[src/rtl/rr_mux_n.sv]
// rr_mux_n: N-channel, WIDTH-bit arbitrated multiplexer with a registered
// output stage. Producers present words with valid/ready; a round-robin or
// fixed-priority arbiter chooses one per cycle. The chosen word is captured
// into a single output register that the consumer drains with valid/ready.
//
// Handshake semantics (both sides): a word moves on a clock edge exactly when
// valid and ready are both high in the cycle before that edge. A producer may
// drop valid before it is granted. in_ready never depends on in_data. Once
// out_valid is high, out_data/out_sel stay stable until out_ready is seen.
//
// Timing paths: in_* reach out_* only through the output register. out_ready
// reaches in_ready combinationally, which lets a draining register reload in
// the same cycle and keeps one word per cycle with out_ready tied high.

module rr_mux_n #(
  parameter int WIDTH = 16,
  parameter int N     = 4,
  parameter int MODE  = 0,
  localparam int SELW = (N > 1) ? $clog2(N) : 1
) (
  input  logic               clk,
  input  logic               reset,
  input  logic [N-1:0]       in_valid,
  input  logic [N*WIDTH-1:0] in_data,
  output logic [N-1:0]       in_ready,
  output logic               out_valid,
  output logic [WIDTH-1:0]   out_data,
  output logic [SELW-1:0]    out_sel,
  input  logic               out_ready
);

  // Round-robin pointer: the channel searched first on the next arbitration.
  // In fixed-priority mode it is never advanced and stays at zero.
  logic [SELW-1:0]  ptr;
  logic [SELW-1:0]  ptr_next;

  // Arbiter result: grant_any says someone won, grant_idx names the winner,
  // grant is the same decision as a one-hot vector.
  logic             grant_any;
  logic [SELW-1:0]  grant_idx;
  logic [N-1:0]     grant;

  // Word of the winning channel, and the qualified load condition.
  logic [WIDTH-1:0] grant_data;
  logic             load_en;
  logic             take;

  // The output register can accept a new word when empty or when draining.
  assign load_en = !out_valid || out_ready;

  // Arbitration: search channels in priority order and keep the first valid.
  // Loops run from the lowest-priority slot upward so the last hit, which is
  // the highest-priority valid channel, is the one that sticks.
  always_comb begin
    int idx;
    grant_any = 1'b0;
    grant_idx = '0;
    idx       = 0;
    if (MODE == 1) begin
      for (int i = N - 1; i >= 0; i--) begin
        if (in_valid[i]) begin
          grant_any = 1'b1;
          grant_idx = SELW'(i);
        end
      end
    end else begin
      for (int k = N - 1; k >= 0; k--) begin
        idx = int'(ptr) + k;
        if (idx >= N) idx = idx - N;
        if (in_valid[SELW'(idx)]) begin
          grant_any = 1'b1;
          grant_idx = SELW'(idx);
        end
      end
    end
  end

  // Expand the winner index into a one-hot grant vector (zero when idle).
  always_comb begin
    grant = '0;
    for (int i = 0; i < N; i++) begin
      if (grant_any && (grant_idx == SELW'(i))) grant[i] = 1'b1;
    end
  end

  // Select the winning channel's word; AND-OR mux keyed by the one-hot grant.
  always_comb begin
    grant_data = '0;
    for (int i = 0; i < N; i++) begin
      if (grant[i]) grant_data = grant_data | in_data[i*WIDTH +: WIDTH];
    end
  end

  // Pointer moves to the channel after the winner, wrapping N-1 back to 0.
  always_comb begin
    if (MODE != 0) begin
      ptr_next = '0;
    end else if (grant_idx == SELW'(N - 1)) begin
      ptr_next = '0;
    end else begin
      ptr_next = grant_idx + SELW'(1);
    end
  end

  // Ready goes to the granted channel only when the register can take a word;
  // reset forces every ready low so nothing is consumed during reset.
  assign in_ready = (load_en && !reset) ? grant : '0;

  // An accepted transfer: a grant always implies the channel is valid.
  assign take = load_en && grant_any;

  // Output register and arbitration pointer.
  always_ff @(posedge clk) begin
    if (reset) begin
      out_valid <= 1'b0;
      out_data  <= '0;
      out_sel   <= '0;
      ptr       <= '0;
    end else if (take) begin
      out_valid <= 1'b1;
      out_data  <= grant_data;
      out_sel   <= grant_idx;
      ptr       <= ptr_next;
    end else if (load_en) begin
      out_valid <= 1'b0;
    end
  end

  // At most one producer may be told its word was taken in any cycle.
  always @(posedge clk) begin
    if (!reset) begin
      assert ($onehot0(in_ready));
    end
  end

endmodule
[config.mk]
export PLATFORM = sky130hd
export DESIGN_NAME = rr_mux_n
export DESIGN_NICKNAME = d
export VERILOG_FILES = /design/src/rtl/rr_mux_n.sv
export SDC_FILE = /design/constraint.sdc
export NUM_CORES = 1
export LEC_CHECK = 0
export ABC_AREA = 1
export CORE_MARGIN = 2
export CORE_UTILIZATION = 38
export CTS_CLUSTER_DIAMETER = 60
export DETAILED_ROUTE_END_ITERATION = 8
export PLACE_DENSITY_LB_ADDON = 0.12
export SLEW_MARGIN = 20
export SYNTH_ARGS = -nofsm -noshare
export SYNTH_HDL_FRONTEND = slang
export SYNTH_SLANG_ARGS = --single-unit
[constraint.sdc]
create_clock -name clk -period 2.7 [get_ports clk]
set_input_delay 0.54 -clock clk [delete_from_list [all_inputs] [get_ports clk]]
set_output_delay 0.54 -clock clk [all_outputs]
set_load 0.01 [all_outputs]
-- Yosys cells after proc, flatten, opt, wreduce, memory -nomap -nowiden
Cells that the tools add are included.
- order comparisons: 8
- equality and inequality tests: 3
- reductions and logical operators: 11
- bitwise gates (word level): 3
- multiplexer cells: 36
- $add $sub $neg: 8
- operator list (cell ; count):
    16-bit two-way mux ; 4
    16-bit bitwise OR ; 3
    1-bit two-way mux ; 18
    2-bit two-way mux ; 9
    2-bit by 4-bit less-than comparator with 1-bit output (second input constant) ; 4
    3-bit >= comparator (second input constant) ; 3
    1-bit binary-select mux with 2-bit select ; 4
    2-bit by 1-bit subtractor with 2-bit output (second input constant) ; 4
    2-bit by 2-bit adder with 3-bit output (second input constant) ; 2
    1-bit logical AND ; 6
    2-bit == test (second input constant) ; 2
    4-bit two-way mux ; 1
    2-bit by 1-bit adder with 3-bit output (second input constant) ; 1
    2-bit by 3-bit >= comparator with 1-bit output (second input constant) ; 1
    2-bit by 1-bit adder with 2-bit output (second input constant) ; 1
    2-bit by 1-bit == test with 1-bit output (second input constant) ; 1
    1-bit zero test ; 2
    2-bit zero test ; 1
    2-bit nonzero test ; 1
    1-bit logical OR ; 1
- output and inout bits: 23
- register bits after elaboration: 21
- input bits: 71
- logic and storage cells: 73

-- Depth between registers and ports, before layout
Gate-level depths: netlist of run 1.
- depth in word-level cells: 20
- mapped depth: 19
- depth with buffers taken out: 17

-- Worst setup path after synthesis of run 1
Ideal clock, no wire load.
- kind: input -> output
- start point: input port in_valid[3]
- end point: output port in_ready[0]
- stages on the path: 13
- required time: 2160 ps
- data arrival time: 2151 ps
- buffers on the path: 2
- path slack: 9 ps
- path through: inv_1 o21ai_2 nand2_1 nand3_1 nand2_1 nand2_1 nand2_1 inv_1 ha_1 clkbuf_1 clkbuf_1 nand2_1 nor2_1
- word-level cells in the longest chain between the ends: 11
- elaborated cells on any way between the ends: 24
- classes of those cells: mux: 22; reduce/logical: 2
- RTL lines (item ; line ; text):
    start, declared ; 23 ; input logic [N-1:0] in_valid,
    1-bit binary-select mux with 2-bit select ; 70 ; if (in_valid[SELW'(idx)]) begin
    1-bit two-way mux (implied by the code) (2 in series) ; 70 ;
    2-bit two-way mux (3 in series) ; 70 ;
    2-bit two-way mux * ; 70 ;
    via grant_idx[0] ; 40 ; logic [SELW-1:0] grant_idx;
    2-bit zero test * ; 82 ; if (grant_any && (grant_idx == SELW'(i))) grant[i] = 1'b1;
    1-bit logical AND * ; 82 ;
    1-bit two-way mux * ; 82 ;
    4-bit two-way mux * ; 107 ; assign in_ready = (load_en && !reset) ? grant : '0;
    end, declared ; 25 ; output logic [N-1:0] in_ready,
Mark *: on every way through the listed nets, which the timed path passes. The rest lies on a longest branch. The select of a mux whose other input is x is not followed.

-- Worst setup path after layout of run 1
- start point: register ptr[0]
- end point: output port in_ready[0]
- word-level cells in the longest chain between the ends: 14
- elaborated cells on any way between the ends: 39
- classes of those cells: add/sub: 7; order compare: 4; mux: 26; reduce/logical: 2
- RTL lines (item ; line ; text):
    start, declared ; 34 ; logic [SELW-1:0] ptr;
    start signal, assigned ; 123 ; ptr <= ptr_next;
    2-bit by 2-bit adder with 3-bit output ; 68 ; idx = int'(ptr) + k;
    3-bit >= comparator or 2-bit by 1-bit subtractor with 2-bit output (tied branches) ; 69 ; if (idx >= N) idx = idx - N;
    2-bit two-way mux ; 69 ;
    1-bit binary-select mux with 2-bit select ; 70 ;
    1-bit two-way mux (implied by the code) (2 in series) ; 70 ;
    2-bit two-way mux (3 in series) ; 70 ;
    2-bit two-way mux * ; 70 ;
    via grant_idx[0] ; 40 ;
    2-bit zero test * ; 82 ;
    1-bit logical AND * ; 82 ;
    1-bit two-way mux * ; 82 ;
    4-bit two-way mux * ; 107 ;
Marks and branches as above.

==> results of run 1 <==
power breakdown:
part           switching (mW)  internal, mW
Combinational            1.17          1.16
Clock                   0.109         0.105
Sequential              0.103         0.468
Total                    1.38          1.74
final cells by class:
type | count | area share (%)
timing repair buffer | 122 | 40.8
multi-input combinational | 189 | 35.9
sequential | 21 | 15.0
inverter | 34 | 4.51
tap | 50 | 2.21
clock buffer | 4 | 1.59
cell usage after synthesis:
cell,count,share of area (%)
sky130_fd_sc_hd__a21oi_1,3,0.96
sky130_fd_sc_hd__a22o_1,16,8.9
sky130_fd_sc_hd__buf_2,2,0.64
sky130_fd_sc_hd__buf_6,5,3.6
sky130_fd_sc_hd__clkbuf_1,6,1.4
sky130_fd_sc_hd__dfxtp_1,21,27
sky130_fd_sc_hd__ha_1,4,3.2
sky130_fd_sc_hd__inv_1,33,7.9
sky130_fd_sc_hd__inv_2,1,0.24
sky130_fd_sc_hd__nand2_1,67,16
sky130_fd_sc_hd__nand2_2,8,3.2
sky130_fd_sc_hd__nand3_1,24,7.7
sky130_fd_sc_hd__nand3_2,1,0.64
sky130_fd_sc_hd__nor2_1,54,13
sky130_fd_sc_hd__nor2_2,1,0.40
sky130_fd_sc_hd__nor2_4,2,1.4
sky130_fd_sc_hd__nor3_1,2,0.64
sky130_fd_sc_hd__nor3_4,1,1.0
sky130_fd_sc_hd__o21ai_0,3,0.96
sky130_fd_sc_hd__o21ai_1,1,0.32
sky130_fd_sc_hd__o21ai_2,2,1.1
worst max path at each step:
stage | from | to
6_report | ptr[0]$_SDFFE_PP0P_ | in_ready[0]
5_1_grt | ptr[0]$_SDFFE_PP0P_ | in_ready[0]
4_1_cts | in_valid[3] | in_ready[2]
3_5_place_dp | in_valid[3] | in_ready[2]
3_3_place_gp | in_valid[3] | in_ready[2]
2_1_floorplan | in_valid[3] | in_ready[0]
flip-flops by register name, summed over array words and instances (netlist names):
register / flops
out_data: 16
out_sel: 2
ptr: 2
out_valid: 1
layer usage:
layer  wire length, um  share of wire (%)  GRT usage [%]  up-vias
met4                21               0.42           5.00        0
met2              2770                 55           43.3       52
met5                 0                  0              0        -
li1                  -                  -              -     1027
met3               340                6.8           5.76        2
met1              1890                 38           23.2      896
per-stage QoR:
| step | std cells | TNS [ns] | worst slack, ns |
|---|---|---|---|
| 2_1_floorplan | 257 | 0 | 0.00876 |
| 3_3_place_gp | 408 | -2.61 | -0.513 |
| 4_1_cts | 415 | -0.00251 | -0.00141 |
| 6_report | 420 | 0 | 0.206 |
| 5_1_grt | 420 | 0 | 0.0231 |
| 3_5_place_dp | 408 | -3.23 | -0.513 |
cell families after synthesis:
logic type | Yosys count | share of synthesized area [%]
AO/OA/AOI/OAI | 25 | 12.3
flip-flops | 21 | 26.8
adder cells (fa/ha/maj) | 4 | 3.19
AND/OR/NAND/NOR | 160 | 43.9
buffers and inverters | 47 | 13.8
worst min-delay path, delay by kind of cell, from the launching register on:
family / cells / cell delay [ns]
DFF: 1 / 0.31
and+or+nand+nor: 3 / 0.18
buffers and inverters: 1 / 0.03
timing repair:
| action | 4_1_cts | 5_1_grt |
|---|---|---|
| hold endpoints to repair | 0 | 0 |
| pin swaps | 8 | 10 |
| hold buffers | 0 | 0 |
| gates resized for setup | 25 | 24 |
| setup buffers | 3 | 5 |
| gates cloned | 0 | 0 |
| endpoints found under the setup margin | 4 | 20 |
==> results list, run 1 <==
- Result of the run: finished, final reports clean
- For the pin with the worst max-slew slack, the measured transition is 0.259 ns.
- Vias in the first global route: 1,853
- Mean number of vias per cell: approximately 4.7
- Worst r2r path cells: 20
- Row generation in the floorplan step produced 23 rows.
* Root buf cell: sky130_fd_sc_hd__clkbuf_8
* Ordered cell list for the critical path: inv_2 -> nand2_1 -> nand2_1 -> inv_1 -> nand2_2 -> nand3_2 -> nand2_1 -> nand2_2 -> nand2_2 -> inv_2 -> ha_2 -> nand2_1 -> nor2_1 -> buf_2
* Num CTS Buffers: 3
* Category of the critical setup timing path: flip-flop to output port
- The cell count after synthesis came out at 257.
* Yosys synthesis warning count: 0
- Via count: 1,977
- Clock tree synthesis found a total of 21 sinks.
- CP Max Fanout: 9
* Post-synthesis cell type count: 21
- Maximum number of pins on one net before global-route repair: 19
* Avg Inst Size Synth: between 6 and 7 um^2
- Sequential share of the synthesized area: 26.8%
- Required time worst endpoint: 2.16 ns
- Clock-pin slew on the worst setup and hold paths: 0.08 ns
* Unrepaired setup endpoints after global routing: no
- Among cell families on the critical path, the largest total delay comes from simple AND/OR/NAND/NOR gates.
- Width of the die: roughly 68 um
* End-of-flow core utilization: between 70% and 80%
* Area occupied by multi-input gates: a little over 1000 um^2
- Post-Syn Area: between 1500 and 2000 um^2
* Routability congestion estimate: approximately 0.82
* Initial drt markers: 75
* Deepest clock path buffer count: 2
* Clock tree from TritonCTS: done
- Compared with the post-synthesis result, the final layout area differs by 80.5%.
- When the netlist entered floorplanning its net count stood at around 330.
- Hold Path Stages: 4
- # diodes: 0
- Hold Path Origin: out_data[9]$_SDFFE_PP0P_
* Cell with the most instances on the worst path: sky130_fd_sc_hd__nand2_1
- Slew Limit Fails: 0
- In the final layout, flip-flops and latches occupy ~420 um^2.
* Worst Skew: between 0.003 and 0.004 ns
- The initial antenna violation count was 0.
* Worst vdd rail ir drop: 0.000504 V
* Final design instance area without fill: 2830 um^2
- The worst setup path is launched from a flip-flop.
- # fillers: roughly 350
- The worst hold path belongs to the class flip-flop to flip-flop.
- Port buffer count: 93
- The first global-routing pass estimated 7.90 mm of wire.
* Number of storage elements in the synthesis netlist: 21
- Summed over all nets, the half-perimeter wirelength after detailed placement is around 3.7 mm.
* Signal arrival time at the worst endpoint: just under 2 ns
- In the finished design, the share of the clock period the worst path needs comes to 92.4%.
- For this run the aggregate overflow at the end of global routing stands at 0.
- Minimum setup slack among reg-to-reg paths: ~0.42 ns
- RR Startpoint: ptr[0]$_SDFFE_PP0P_
- # DRC: 0
* Leak Pwr: 1.42 nW
* Clock period minus final worst setup slack: approximately 2.5 ns
* Peak clock frequency supported by timing: roughly 0.40 GHz
- 94 I/O pins were placed.
* Routed WL per cell: about 12 um
- The top cell types in the final layout, fill and taps aside, are 85 x sky130_fd_sc_hd__clkdlybuf4s50_1, 57 x sky130_fd_sc_hd__nand2_1, 53 x sky130_fd_sc_hd__nor2_1.
* First-pass DRT Iterations: 4
- Die H: around 68 um
- Total power for the finished layout comes to 3.12 mW.
* Ratio of cells with drive above 1 in the final layout: roughly a fifth
- STA classifies the critical path endpoint as an output port.
* Total number of cells along the worst setup path: 14
* Post-route antenna net violation count: 0
- The slowest stage of the critical path is the sky130_fd_sc_hd__dfxtp_4 cell.
- Across every metal layer, demand over resource in global routing totals between 20% and 30%.
- Placeable core region: 4000 um^2
- Cell Area, Placed: 2640 um^2
- Cell Pwr Density: around 1100 nW/um^2
- Remaining max-slew budget at the tightest pin: just over 80%
* Combined buffer and inverter count along the critical path: 4
- Final count of negative-setup-slack endpoints: 0
- The path with the worst hold slack has its endpoint at out_data[9]$_SDFFE_PP0P_.
- Wire length reported by the detailed router: ~5 mm
- H-tree levels: 1
* Source-to-sink clock delay at the later pin of the worst-skew pair: about 0.26 ns
- Final hold analysis gives a worst-case slack of 0.566 ns.
- Most common library cell in the layout ignoring fill and taps: sky130_fd_sc_hd__clkdlybuf4s50_1
* Total Die Area: between 4000 and 5000 um^2
* Destination of the worst register-to-register timing path: out_data[14]$_SDFFE_PP0P_
* Number of hold-slack violations in the final timing report: 0
- The final layout contains around 450 nets.
- Max-cap violations: 0
- The initial utilization of the core area, before any placement, comes to 39.2%.
* Critical path's largest stage delay: between 0.4 and 0.5 ns
Note: power is estimated with default switching activity, not from simulation.
==> inputs of run 2 (changes only) <==
RECOVER_POWER = 100   (was default)
==> run 2 against run 1 <==
  * Design area decreased by 0.40%
  * First-iteration DRC count is 9.3% higher
  * Clock power is essentially flat
  * Clock skew about the same
  * Power is 2.3% lower
  * Register-to-register slack hardly changed
  * Sequential cell count unchanged
  * Combinational power down 3%
  * Die area is the same
  * Final cell count is the same
  * Wire length shrank 0.44%
  * Critical path type unchanged
  * Largest cell class unchanged
==> results list, run 2 (synthesis gave the netlist of run 1 again) <==
- The run finished with clean final reports.
- Hold Path Stages: 4
* End-of-flow core utilization: 70.5%
- After clock tree synthesis, the clock-pin slew on the worst setup and hold paths is 0.08 ns.
- Pin placement for this block handled between 90 and 100 I/O pins.
* Worst r2r path cells: 20
- Gr ovfl total: 0
- The first global-routing pass estimated approximately 8 mm of wire.
* Category of the critical setup timing path: flip-flop to output port
* Remaining max-slew budget at the tightest pin: between 70% and 80%
- Source-to-sink clock delay at the later pin of the worst-skew pair: about 0.26 ns
- Fraction of power consumed by the clock network: under 10%
* Design internal power: ~1.7 mW
- Routability congestion estimate: just over 0.8
* Endpoint of the worst hold path: out_data[0]$_SDFFE_PP0P_
* Deepest clock path buffer count: 2
- Setup violations remaining at the end of the flow were counted as 0.
- Mean number of vias per cell: ~4.7
- Power spread over the standard cell area amounts to 1080 nW/um^2.
- Routed WL per cell: ~12 um
- In the finished design, the share of the clock period the worst path needs comes to 93.2%.
- RR Startpoint: ptr[0]$_SDFFE_PP0P_
- Worst vdd rail ir drop: 0.000488 V
- Vias in the first global route: ~1,900
- Launching instance or port of the critical path: ptr[0]$_SDFFE_PP0P_
- Post-route antenna net violation count: 0
- Combinational logic burns 74.4% of the power.
- Slew Limit Fails: 0
- Leak Pwr: roughly 1.4 nW
- H-tree levels: 1
* Largest register by flop count: out_data
- Most common library cell in the layout ignoring fill and taps: sky130_fd_sc_hd__clkdlybuf4s50_1
* Placeable core region: between 4000 and 5000 um^2
- The number of placed instances, taps included, is between 400 and 500.
- Total Die Area: 4660 um^2
* Num CTS Buffers: 3
* Width of the die: around 68 um
- The finished layout holds 420 standard cells, fillers aside.
* Minimum setup slack among reg-to-reg paths: between 0.4 and 0.5 ns
- Starting Density: around 40%
- The worst setup path is captured at an output port.
* Syn-to-layout area delta: 79.7%
* Registers with the most flip-flops: out_data: 16 flops, out_sel: 2 flops, ptr: 2 flops
- Clock period minus final worst setup slack: 2.52 ns
- In the layout the commonest cells are 66 x sky130_fd_sc_hd__clkdlybuf4s50_1, 58 x sky130_fd_sc_hd__nand2_1, 53 x sky130_fd_sc_hd__nor2_1.
- Number of nets in the final layout: 446
- Type of element launching the critical path: flip-flop
* Via count: approximately 2,000
- The detailed router finished its first iteration with 82 violations.
- In this run switching power makes up roughly 45% of total power.
- STA puts the critical path data required time at 2.16 ns.
* Min-Delay Path Class: flip-flop to flip-flop
* CP Max Fanout: 9
- After detailed routing, the total wire length is 5.00 mm.
- Clock tree from TritonCTS: done
- Root buf cell: sky130_fd_sc_hd__clkbuf_8
- Port buffer count: a little over 90
- Pin slew with the least headroom to its limit: around 0.41 ns
* Maximum number of pins on one net before global-route repair: 19
* Total track usage: 22.1%
- The initial antenna violation count is 0.
- Final total power: approximately 3.0 mW
- Of the cells placed in the final design, the portion with a size suffix greater than 1 is ~20%.
- Max-cap violations: 0
* Worst Skew: around 0.0037 ns
* Half-perimeter wire length of the detailed placement result: 3.72 mm
- The register with the most flip-flops in the layout has 16 of them.
- The pre-antenna-repair detailed-routing pass consisted of 4 iterations.
- Data on the critical path arrives at its endpoint at 1.98 ns.
* # DRC: 0
- The clock drives 21 sinks.
- Post-Place Setup Slack: -0.513 ns
- Setup repair after global routing left no endpoint under its margin.
- After floorplanning, the core was divided into 23 placement rows.
- # diodes: 0
- Hold Path Origin: out_data[0]$_SDFFE_PP0P_
- For this design the total switching power over the nets is around 1.4 mW.
* Worst hold margin: between 0.5 and 0.6 ns
* Die H: between 60 and 70 um
* Cts-stage hold buffer count: 0
- Setup slack on the critical path of the routed design comes to 0.183 ns.
- Sequential power share: between 10% and 20%
- Peak clock frequency supported by timing: ~0.40 GHz
- Destination of the worst register-to-register timing path: out_data[14]$_SDFFE_PP0P_
- Number of hold-slack violations in the final timing report: 0
-- run 2: cell types whose count changed in the layout (fill, tap and decap cells not counted), sizes merged --
cell,previous run,this run
buf,33,31
clkbuf,4,6
dlygate4sd3,0,19
clkdlybuf4s50,85,66
-- run 2: area by class of cell --
type / count / area (um^2)
timing repair buffer: 122 / 1150
sequential: 21 / 424
multi-input combinational: 189 / 1010
fill: 349 / 1180
tap: 50 / 62.6
clock buffer: 4 / 45.0
inverter: 34 / 128
-- run 2: how the worst max path moves through the flow --
stage	to	slack, ns	cells past startpoint
6_report	in_ready[0]	0.18	14
5_1_grt	in_ready[0]	0.02	14
4_1_cts	in_ready[2]	-0.001	13
3_5_place_dp	in_ready[2]	-0.51	13
3_3_place_gp	in_ready[2]	-0.51	13
2_1_floorplan	in_ready[0]	0.009	13
-- run 2: stage by stage --
stage / setup TNS, ns / instance area, um^2
after floorplan: 0 / 1570
after global placement: -2.61 / 2640
after detailed placement: -3.23 / 2640
after CTS: -0.00251 / 2720
after global routing: 0 / 2820
final: 0 / 2820
-- run 2: what timing repair did --
item                       4_1_cts  5_1_grt
setup endpoints to repair        4       20
buffers inserted                 3        5
pin swaps                        8       10
gates resized for setup         25       24
-- run 2: worst max-delay path: stages, from the launching register on --
cell	delay, ns
sky130_fd_sc_hd__dfxtp_4	0.46
sky130_fd_sc_hd__inv_2	0.08
sky130_fd_sc_hd__nand2_1	0.07
sky130_fd_sc_hd__nand2_1	0.08
sky130_fd_sc_hd__inv_1	0.07
sky130_fd_sc_hd__nand2_1	0.08
sky130_fd_sc_hd__nand3_2	0.10
sky130_fd_sc_hd__nand2_1	0.07
sky130_fd_sc_hd__nand2_2	0.08
sky130_fd_sc_hd__nand2_2	0.07
sky130_fd_sc_hd__inv_2	0.07
sky130_fd_sc_hd__ha_2	0.17
sky130_fd_sc_hd__nand2_1	0.05
sky130_fd_sc_hd__nor2_1	0.10
sky130_fd_sc_hd__clkbuf_2	0.14
-- run 2: per-layer routing --
metal	routed length [um]	GRT usage [%]	vias to the layer above
met1	1900	23.2	893
met3	306	5.76	2
met4	21	5.00	0
met5	0	0	-
met2	2770	43.3	45
li1	-	-	1027
-- run 2: power by group through the flow --
stage / Clock [mW] / Combinational, mW / Sequential (mW)
after global placement: 0 / 2.15 / 0.556
after detailed placement: 0 / 2.16 / 0.562
after global routing: 0.232 / 2.51 / 0.585
after floorplan: 0 / 1.27 / 0.610
after CTS: 0.220 / 2.22 / 0.556
final: 0.214 / 2.27 / 0.565
